$ cat src/rtl/filtro_nivel_temperatura_if.sv
// Handshake bundle between the comparator/host side and the level filter.
// The host drives the sample strobe, level code and acknowledge; the filter returns the debounced status.
interface filtro_nivel_temperatura_if;
  logic       amostra;
  logic [1:0] nivel;
  logic       reconhece;
  logic [1:0] nivel_estavel;
  logic       mudou;
  logic       pendente;
  logic       alarme;

  modport master (
    output amostra, nivel, reconhece,
    input  nivel_estavel, mudou, pendente, alarme
  );

  modport slave (
    input  amostra, nivel, reconhece,
    output nivel_estavel, mudou, pendente, alarme
  );
endinterface

$ cat src/rtl/filtro_nivel_temperatura.sv
// Debounces the 2-bit temperature level code and raises a latched over-temperature alarm
// once the stable level has stayed at 11 for ALARM_SAMPLES strobes.
module filtro_nivel_temperatura #(
  parameter int N_CONFIRM     = 4,
  parameter int ALARM_SAMPLES = 8
) (
  input logic                         clock,
  input logic                         reset,
  filtro_nivel_temperatura_if.slave   bus
);

  localparam logic [3:0] NCONF   = N_CONFIRM[3:0];
  localparam logic [7:0] NALARM  = ALARM_SAMPLES[7:0];
  localparam logic [1:0] NIVEL_QUENTE = 2'b11;

  localparam logic [1:0] OCIOSO      = 2'd0;
  localparam logic [1:0] CONTANDO    = 2'd1;
  localparam logic [1:0] ALARME      = 2'd2;
  localparam logic [1:0] RECONHECIDO = 2'd3;

  logic [1:0] estavel_q, estavel_d;
  logic [1:0] cand_q, cand_d;
  logic [3:0] cnt_q, cnt_d;
  logic       mudou_q, mudou_d;
  logic [7:0] acnt_q, acnt_d;
  logic [1:0] estado_q, estado_d;
  logic       quente;

  assign quente = (estavel_q == NIVEL_QUENTE);

  always_comb begin
    estavel_d = estavel_q;
    cand_d    = cand_q;
    cnt_d     = cnt_q;
    mudou_d   = 1'b0;
    if (bus.amostra) begin
      if (bus.nivel == estavel_q) begin
        cand_d = bus.nivel;
        cnt_d  = 4'd0;
      end else if ((bus.nivel == cand_q) && (cnt_q != 4'd0)) begin
        if ((cnt_q + 4'd1) == NCONF) begin
          estavel_d = bus.nivel;
          cnt_d     = 4'd0;
          mudou_d   = 1'b1;
        end else begin
          cnt_d = cnt_q + 4'd1;
        end
      end else begin
        cand_d = bus.nivel;
        // A single-sample confirmation commits on the very first differing strobe.
        if (NCONF == 4'd1) begin
          estavel_d = bus.nivel;
          cnt_d     = 4'd0;
          mudou_d   = 1'b1;
        end else begin
          cnt_d = 4'd1;
        end
      end
    end
  end

  // Alarm FSM looks only at the registered stable level, never at the raw input.
  always_comb begin
    estado_d = estado_q;
    acnt_d   = acnt_q;
    case (estado_q)
      OCIOSO: begin
        if (quente) begin
          estado_d = CONTANDO;
          acnt_d   = 8'd0;
        end
      end
      CONTANDO: begin
        if (!quente) begin
          estado_d = OCIOSO;
        end else if (bus.amostra) begin
          acnt_d = acnt_q + 8'd1;
          if ((acnt_q + 8'd1) == NALARM) estado_d = ALARME;
        end
      end
      ALARME: begin
        if (bus.reconhece) estado_d = quente ? RECONHECIDO : OCIOSO;
      end
      RECONHECIDO: begin
        if (!quente) estado_d = OCIOSO;
      end
      default: estado_d = OCIOSO;
    endcase
  end

  always_ff @(posedge clock) begin
    if (reset) begin
      estavel_q <= 2'b00;
      cand_q    <= 2'b00;
      cnt_q     <= 4'd0;
      mudou_q   <= 1'b0;
      acnt_q    <= 8'd0;
      estado_q  <= OCIOSO;
    end else begin
      estavel_q <= estavel_d;
      cand_q    <= cand_d;
      cnt_q     <= cnt_d;
      mudou_q   <= mudou_d;
      acnt_q    <= acnt_d;
      estado_q  <= estado_d;
    end
  end

  assign bus.nivel_estavel = estavel_q;
  assign bus.mudou         = mudou_q;
  assign bus.pendente      = (cnt_q != 4'd0);
  assign bus.alarme        = (estado_q == ALARME);

endmodule

$ cat src/flat_wrapper.sv
// flat-port wrapper written by rule: the top's interface ports become plain ports
module filtro_nivel_temperatura_flat 
#(
  parameter int N_CONFIRM     = 4,
  parameter int ALARM_SAMPLES = 8
)
  (clock, reset, bus_amostra, bus_nivel, bus_reconhece, bus_nivel_estavel, bus_mudou, bus_pendente, bus_alarme);
  filtro_nivel_temperatura_if bus_i ();
  input logic clock;
  input logic reset;
  input wire logic [$bits(bus_i.amostra)-1:0] bus_amostra;
  input wire logic [$bits(bus_i.nivel)-1:0] bus_nivel;
  input wire logic [$bits(bus_i.reconhece)-1:0] bus_reconhece;
  output wire logic [$bits(bus_i.nivel_estavel)-1:0] bus_nivel_estavel;
  output wire logic [$bits(bus_i.mudou)-1:0] bus_mudou;
  output wire logic [$bits(bus_i.pendente)-1:0] bus_pendente;
  output wire logic [$bits(bus_i.alarme)-1:0] bus_alarme;
  assign bus_i.amostra = bus_amostra;
  assign bus_i.nivel = bus_nivel;
  assign bus_i.reconhece = bus_reconhece;
  assign bus_nivel_estavel = bus_i.nivel_estavel;
  assign bus_mudou = bus_i.mudou;
  assign bus_pendente = bus_i.pendente;
  assign bus_alarme = bus_i.alarme;
  filtro_nivel_temperatura #(.N_CONFIRM(N_CONFIRM), .ALARM_SAMPLES(ALARM_SAMPLES)) u_core (.clock(clock), .reset(reset), .bus(bus_i));
endmodule
$ cat config.mk
export PLATFORM = sky130hd
export DESIGN_NAME = filtro_nivel_temperatura_flat
export DESIGN_NICKNAME = d
export VERILOG_FILES = /design/src/rtl/filtro_nivel_temperatura_if.sv /design/src/rtl/filtro_nivel_temperatura.sv /design/src/flat_wrapper.sv
export SDC_FILE = /design/constraint.sdc
export NUM_CORES = 1
export LEC_CHECK = 0
export CAP_MARGIN = 40
export CORE_UTILIZATION = 40
export CTS_BUF_LIST = sky130_fd_sc_hd__clkbuf_4
export DETAILED_ROUTE_END_ITERATION = 10
export SYNTH_ARGS = -nofsm -noshare
export SYNTH_HDL_FRONTEND = slang
export SYNTH_SLANG_ARGS = --single-unit
$ cat constraint.sdc
create_clock -name clock -period 1.81 [get_ports clock]
set_clock_uncertainty 0.1 [all_clocks]
set_input_delay 0.2715 -clock clock [delete_from_list [all_inputs] [get_ports clock]]
set_output_delay 0.2715 -clock clock [all_outputs]
set_load 0.02 [all_outputs]
==> summary.md, run 1 <==
| Metric | Value |
|---|---|
| Run status | `completed` |
| I/O Pins | `11` |
| Cell chosen for the clock root | `sky130_fd_sc_hd__clkbuf_4` |
| Register-to-Register Setup Slack | `around 0.075 ns` |
| Share of the yosys chip area belonging to registers | `0.356` |
| Core area | `0.00250 mm²` |
| Vias per std cell | `roughly 5.4` |
| Count of final hold-check violations | `0` |
| Largest cells by area after synthesis | `sky130_fd_sc_hd__dfxtp_1 (36%), sky130_fd_sc_hd__nor2_1 (6.3%), sky130_fd_sc_hd__a21oi_1 (5.6%)` |
| Area of all placed cells without fillers | `0.00139 mm²` |
| Wire length per cell after detailed routing | `12.5 µm` |
| Row count | `18` |
| Maximum number of pins on one net before global-route repair | `13` |
| YS warnings | `0` |
| #FFs+latches synth | `19` |
| Via count of the first global-routing pass | `988` |
| Worst-path maximum fanout | `6` |
| Post-synth cell types | `37` |
| Worst setup EP type | `flip-flop` |
| Count of max-cap constraint violations | `0` |
| Post-cts resize count | `6` |
| Total die area | `0.00289 mm²` |
| Max Clk Rate | `576 MHz` |
| IO Port Bufs | `10` |
| Area taken by multi-input logic gates | `roughly 670 µm²` |
| Data required, critical path | `1.91 ns` |
| Worst min-delay path category | `flip-flop to flip-flop` |
| Total power of the final layout | `0.733 mW` |
| Total Nets Final | `around 170` |
| Number of buffers created by CTS | `3` |
| Crit path time final | `1.73 ns` |
| Syn Nets | `141` |
| Count of flip-flops with a built-in enable after synthesis | `0` |
| Final worst-path cycle share | `0.958` |
| Leakage Power | `around 0.58 nW` |
| Final design utilization | `0.556` |
| Arrival time of the worst setup path | `1.83 ns` |
| Share of synthesized flip-flops with an asynchronous set or reset | `0` |
| Unrepaired setup endpoints after global routing | `no` |
| Post-CTS Repair Setup Buffers | `0` |
| Fill cells | `232` |
| Cell type with the largest total area after synthesis | `sky130_fd_sc_hd__dfxtp_1` |
| Vias | `1032` |
| Vertical die dimension | `53.7 µm` |
| Number of H-tree branching levels | `1` |
| Clock latency on the worst-skew pair | `0.29 ns` |
| Worst slew pin tran | `0.316 ns` |
| Setup CP Type | `flip-flop to flip-flop` |
| Worst supply voltage drop on vdd | `0.000408 V` |
| Mapped Cells | `131` |
| Power density over the cells | `527 mW/mm²` |
| Library cell with the highest instance count after synthesis | `sky130_fd_sc_hd__dfxtp_1` |
| Number of sinks handled by clock tree synthesis | `19` |
| Starting density of the core | `0.428` |
| Antenna Cells | `0` |
| Number of buffers inserted by hold repair at cts | `0` |
| Leading post-synthesis cells by instance count | `sky130_fd_sc_hd__dfxtp_1 (19), sky130_fd_sc_hd__nor2_1 (18), sky130_fd_sc_hd__a21oi_1 (12)` |
| Area taken by flip-flops and latches | `387 µm²` |
| Ratio of cells with drive above 1 in the final layout | `0.235` |
| DIE WIDTH | `53.7 µm` |
| Post-synthesis cell area | `0.00107 mm²` |
| Clock edge transition at the registers on the reported setup and hold paths | `0.11 ns` |
| DRC violation count after routing | `0` |
| Worst slew margin relative to its limit | `0.788` |
| Number of detailed-route iterations in the first pass | `4` |
| Layout area overhead | `29.9%` |
| Number of max-slew violations in the final report | `0` |
| TritonCTS clock tree | `done` |
| Number of DRC markers after the initial detailed-route iteration | `15` |
| Weighted congestion reported at the end of routability-driven placement | `0.805` |
| Initial antenna violation count | `0` |
| Fraction of synthesized cell area taken by the top area cell type | `0.356` |
| Final setup violation count | `0` |
| Antenna Violating Nets Remaining | `0` |
| Placed Instances | `~190` |
| Top flip-flop cell by instance count after synthesis | `sky130_fd_sc_hd__dfxtp_1` |
| Synth Area per Inst | `8.17 µm²` |
| Gr ovfl total | `0` |
| Wire length of the first global-routing pass | `4220 µm` |
| CTS max path bufs | `2` |
| Overall routing resource usage | `0.202` |
| Detailed-placement wirelength estimate | `1880 µm` |
| Final wirelength | `around 2400 µm` |
| Non-filler instance count after layout | `roughly 190` |
| Kind of start point of the critical path | `flip-flop` |
| Area post-placement | `0.00135 mm²` |
==> kinds of logic (layout without fill, tap and decap cells) <==
logic type	Yosys count	in the layout	synth area share
compound gates	30	30	0.171
mux	5	5	0.0468
xor+xnor	7	7	0.0573
fa+ha+maj	4	4	0.0468
buf+inv	8	39	0.0292
flops	19	19	0.356
simple gates	58	58	0.294
==> per-layer routing <==
layer	global-route usage	vias up	wire, µm
met5	0	-	0
met2	0.337	17	1170
met4	0.101	0	14
met1	0.249	475	1140
li1	-	538	-
met3	0.0282	2	71
==> per-stage QoR <==
step / setup TNS (ns) / hold WS (ns) / setup slack, ns
5_1_grt: 0 / 0.439 / 0.00883
4_1_cts: 0 / 0.450 / 0.00356
3_3_place_gp: -0.373 / 0.424 / -0.114
6_report: 0 / 0.415 / 0.0753
3_5_place_dp: -0.528 / 0.432 / -0.144
2_1_floorplan: 0 / 0.315 / 0.0780
==> registers in the layout (all words and copies together), names as in the netlist <==
name / count
u_core.estado_q: 2
u_core.acnt_q: 8
u_core.bus.nivel_estavel: 2
u_core.cand_q: 2
u_core.bus.mudou: 1
u_core.cnt_q: 4
==> placed cells by master (no fill, tap or decap), types with 5 or more instances in the layout <==
master                            count
sky130_fd_sc_hd__clkdlybuf4s50_1      6
sky130_fd_sc_hd__dfxtp_1             14
sky130_fd_sc_hd__dfxtp_2              5
sky130_fd_sc_hd__mux2i_1              5
sky130_fd_sc_hd__nand2_1              9
sky130_fd_sc_hd__nor2_1              18
sky130_fd_sc_hd__o21ai_0              9
sky130_fd_sc_hd__buf_4               21
sky130_fd_sc_hd__nand3_1              5
sky130_fd_sc_hd__nor2b_1              5
sky130_fd_sc_hd__a21oi_1             12
==> path summary, 6_finish.rpt <==
path,start,end,cells past startpoint
worst max-delay path,u_core.acnt_q[4],u_core.estado_q[0],5
worst min-delay path,u_core.acnt_q[1],u_core.acnt_q[1],2
worst max register to register,u_core.acnt_q[4],u_core.estado_q[0],5
worst min register to register,u_core.acnt_q[1],u_core.acnt_q[1],2
==> power by group <==
| group | leakage [nW] | switching, mW | internal, mW | total, mW |
|---|---|---|---|---|
| registers | 0.156 | 0.00372 | 0.422 | 0.426 |
| logic | 0.406 | 0.0372 | 0.0424 | 0.0796 |
| clock network | 0.0184 | 0.127 | 0.101 | 0.228 |
==> critical path: stages (launching register included) <==
cell and delay, ns:
sky130_fd_sc_hd__dfxtp_2 0.40, sky130_fd_sc_hd__nand3_1 0.19, sky130_fd_sc_hd__nor4_1 0.22, sky130_fd_sc_hd__a21oi_1 0.08, sky130_fd_sc_hd__a2111o_1 0.47, sky130_fd_sc_hd__nor4b_2 0.18
==> cell type report <==
type / instances / area share
sequential: 19 / 0.278
inverter: 4 / 0.0108
timing repair buffer: 31 / 0.183
clock buffer: 4 / 0.0216
tap: 30 / 0.0270
multi-input combinational: 104 / 0.480
Note: power is estimated with default switching activity, not from simulation.
==> inputs of run 2 (changes only) <==
--- a/config.mk
+++ b/config.mk
@@ -5,6 +5,7 @@
 export SDC_FILE = /design/constraint.sdc
 export NUM_CORES = 1
 export LEC_CHECK = 0
+export ABC_AREA = 1
 export CAP_MARGIN = 40
 export CORE_UTILIZATION = 40
 export CTS_BUF_LIST = sky130_fd_sc_hd__clkbuf_4
==> run 2 against run 1 <==
  * Fmax is 1.4% higher
  * Combinational power is 21% higher
  * Worst hold slack worse by 0.043 ns
  * Clock power is 2% higher
  * Synthesized cell count is 22% higher
  * First-iteration DRC count is 6.7% lower
  * Sequential power is 2% higher
  * Sequential share of layout area is 1.5 points higher
  * Setup slack better by 0.024 ns
  * Die area is 2.1% higher
  * Global-route usage is 3.1 points lower
  * Critical endpoint is now bus_pendente
==> summary.md, run 2 <==
| Metric | Value |
|---|---|
| Run status | `completed` |
| Antenna Violating Nets Remaining | `0` |
| Main combinational cell family by area after synthesis | `simple AND/OR/NAND/NOR gates` |
| Placed Instances | `between 200 and 250` |
| Number of buffers inserted by hold repair at cts | `0` |
| Area fraction in compound gates after synthesis | `0.153` |
| Top Registers | `u_core.acnt_q: 8 flops, u_core.cnt_q: 4 flops` |
| I/O Pins | `11` |
| Library cell with the highest instance count after synthesis | `sky130_fd_sc_hd__nand2_1` |
| Fraction of synthesized cell area taken by the top area cell type | `0.348` |
| Share of synthesized flip-flops with an asynchronous set or reset | `0` |
| Layout area overhead | `19.0%` |
| Total die area | `between 0.002 and 0.003 mm²` |
| Most common library cell in the layout ignoring fill and taps | `sky130_fd_sc_hd__nand2_1` |
| CTS max path bufs | `2` |
| Area share of fa/ha/maj cells after synthesis | `0.0458` |
| Syn Nets | `170` |
| Count of max-cap constraint violations | `0` |
| Final wirelength | `roughly 2200 µm` |
| Top flip-flop cell by instance count after synthesis | `sky130_fd_sc_hd__dfxtp_1` |
| Post-Synth XOR/XNOR Area | `0.0400` |
| Worst supply voltage drop on vdd | `between 0.0003 and 0.0004 V` |
| DRC violation count after routing | `0` |
| Vias per std cell | `4.96` |
| Post-CTS Repair Setup Buffers | `0` |
| Leakage Power | `0.529 nW` |
| Worst slew pin tran | `0.341 ns` |
| Largest delay share family, worst path | `buffers and inverters` |
| Data required, critical path | `1.44 ns` |
| Post-synthesis cell area | `0.00109 mm²` |
| Share of synthesized cell area in and, or, nand and nor gates | `0.341` |
| Cell type with the largest total area after synthesis | `sky130_fd_sc_hd__dfxtp_1` |
| Synth Area per Inst | `6.83 µm²` |
| Share of the yosys chip area belonging to registers | `0.348` |
| Maximum number of pins on one net before global-route repair | `11` |
| Mux contribution to synthesized area | `0` |
| Area taken by flip-flops and latches | `approximately 380 µm²` |
| Gr ovfl total | `0` |
| Number of DRC markers after the initial detailed-route iteration | `14` |
| Startpoint of the worst hold path | `u_core.cnt_q[3]` |
| Antenna Cells | `0` |
| Post-synth cell types | `25` |
| Core area | `0.00252 mm²` |
| Worst setup EP type | `primary output` |
| DIE WIDTH | `about 54 µm` |
| Clock edge transition at the registers on the reported setup and hold paths | `~0.11 ns` |
| Mapped Cells | `160` |
| Largest cells by area after synthesis | `sky130_fd_sc_hd__dfxtp_1 (35%), sky130_fd_sc_hd__nand2_1 (13%), sky130_fd_sc_hd__nor2_1 (7.6%)` |
| Count of final hold-check violations | `0` |
| Worst slew margin relative to its limit | `0.771` |
| Buffer and inverter count on the worst path | `2` |
| Final setup violation count | `0` |
| Weighted congestion reported at the end of routability-driven placement | `0.737` |
| Max Clk Rate | `584 MHz` |
| Register-to-Register Setup Slack | `0.20 ns` |
| Wire length per cell after detailed routing | `between 10 and 15 µm` |
| Hold Path End | `u_core.cnt_q[3]` |
| Leading post-synthesis cells by instance count | `sky130_fd_sc_hd__nand2_1 (38), sky130_fd_sc_hd__nor2_1 (22), sky130_fd_sc_hd__dfxtp_1 (19)` |
| IO Port Bufs | `10` |
| Power density over the cells | `586 mW/mm²` |
| CP max stage delay | `0.39 ns` |
| Vias | `between 1000 and 1500` |
| Largest reg by FF count | `u_core.acnt_q` |
| Final worst-path cycle share | `0.945` |
| Crit path time final | `1.71 ns` |
| Cell chosen for the clock root | `sky130_fd_sc_hd__clkbuf_4` |
| Number of buffers created by CTS | `3` |
| Via count of the first global-routing pass | `slightly below 900` |
| Endpoint of the most critical register-to-register path | `u_core.estado_q[1]` |
| Non-filler instance count after layout | `209` |
| Clock latency on the worst-skew pair | `0.29 ns` |
| Kind of start point of the critical path | `flip-flop` |
| Worst-path maximum fanout | `4` |
| Number of max-slew violations in the final report | `0` |
| Number of flip-flops under the largest register name | `8` |
| Detailed-placement wirelength estimate | `1810 µm` |
| Fill cells | `~260` |
| Arrival time of the worst setup path | `1.34 ns` |
| Vertical die dimension | `54.3 µm` |
| Row count | `18` |
| YS warnings | `0` |
| #FFs+latches synth | `19` |
| Ratio of cells with drive above 1 in the final layout | `0.145` |
| Sum Neg Setup Slack | `0 ns` |
| Area taken by multi-input logic gates | `634 µm²` |
| Unrepaired setup endpoints after global routing | `no` |
| Count of cells along the worst register-to-register path | `9` |
| TritonCTS clock tree | `done` |
| Initial antenna violation count | `0` |
| Worst Setup SP | `u_core.cnt_q[1]` |
| Starting density of the core | `0.434` |
| Overall routing resource usage | `0.170` |
| Number of detailed-route iterations in the first pass | `4` |
| Count of flip-flops with a built-in enable after synthesis | `0` |
| Number of H-tree branching levels | `1` |
| Cell at the slowest stage of the critical path | `sky130_fd_sc_hd__dfxtp_1` |
| Worst hold path depth | `1` |
| Worst min-delay path category | `flip-flop to flip-flop` |
| Total power of the final layout | `0.763 mW` |
| Worst slack on hold paths | `0.373 ns` |
| Wire length of the first global-routing pass | `3570 µm` |
| Number of sinks handled by clock tree synthesis | `19` |
| Setup CP Type | `flip-flop to primary output` |
| Most frequent cells in the layout | `sky130_fd_sc_hd__nand2_1 (38), sky130_fd_sc_hd__nor2_1 (22), sky130_fd_sc_hd__dfxtp_1 (18)` |
| Total Nets Final | `190` |
| Origin of the critical flop-to-flop path | `u_core.acnt_q[1]` |
| Worst-path cell chain | `inv_1 -> ha_1 -> nand2_1 -> dlygate4sd2_1` |
run 2: cell types whose count changed after synthesis, sizes merged, moves of 5 or more:
cell	before	now
nand2	9	41
nor2	18	27
inv	4	20
nor2b	5	0
mux2i	5	0
run 2: power breakdown:
part	internal [mW]	total, mW	switching [mW]	leakage (nW)
Combinational	0.0416	0.0966	0.0551	0.357
Clock	0.101	0.232	0.131	0.0184
Sequential	0.427	0.434	0.00719	0.154
run 2: cell type report:
cell class,instances,share of cell area
inverter,20,0.0577
clock buffer,4,0.0231
sequential,19,0.293
timing repair buffer,16,0.110
tap,30,0.0288
multi-input combinational,120,0.487
run 2: cell families (layout without fill, tap and decap cells):
| family | Yosys count | after routing |
|---|---|---|
| AOI/OAI and AO/OA | 29 | 29 |
| xor gates and xnor gates | 5 | 5 |
| adders and majority gates | 4 | 4 |
| buffers and inverters | 21 | 40 |
| DFF | 19 | 19 |
| and+or+nand+nor | 82 | 82 |
run 2: layer usage:
layer,share of wire,track usage,wire (µm)
met5,0,0,0
met4,0.0058,0.0641,13
met2,0.49,0.293,1110
met3,0.019,0.0250,43
met1,0.48,0.212,1080
run 2: metrics by stage:
stage               utilization  setup WS (ns)  instance area (µm²)
finish                    0.516         0.0990                 1300
global route              0.516         0.0183                 1300
CTS                       0.515         0.0798                 1300
detailed placement        0.504        -0.0770                 1270
global placement          0.504        -0.0292                 1270
floorplan                     -          0.232                 1090
run 2: worst max path at each step:
stage,endpoint,slack (ns),cells past startpoint
final,bus_pendente,0.1,4
after global routing,bus_nivel_estavel[1],0.02,1
after CTS,bus_nivel_estavel[1],0.08,1
after detailed placement,u_core.bus.nivel_estavel[1],-0.08,10
after global placement,u_core.bus.nivel_estavel[0],-0.03,10
after floorplan,u_core.bus.nivel_estavel[1],0.23,10
run 2: worst register-to-register path, cell delays in order, from the launching register on:
cell                      delay (ns)
sky130_fd_sc_hd__dfxtp_2        0.39
sky130_fd_sc_hd__ha_1           0.21
sky130_fd_sc_hd__nand3_1        0.14
sky130_fd_sc_hd__nor2_1         0.15
sky130_fd_sc_hd__xnor2_1        0.17
sky130_fd_sc_hd__nand3_2        0.10
sky130_fd_sc_hd__nand2_2        0.08
sky130_fd_sc_hd__nand3_1        0.07
sky130_fd_sc_hd__nand2_1        0.07
sky130_fd_sc_hd__nor2_1         0.04
run 2: repair_timing:
item,4_1_cts,5_1_grt
setup endpoints to repair,2,2
gates cloned,0,0
resized for setup,2,1
pin swaps,0,0
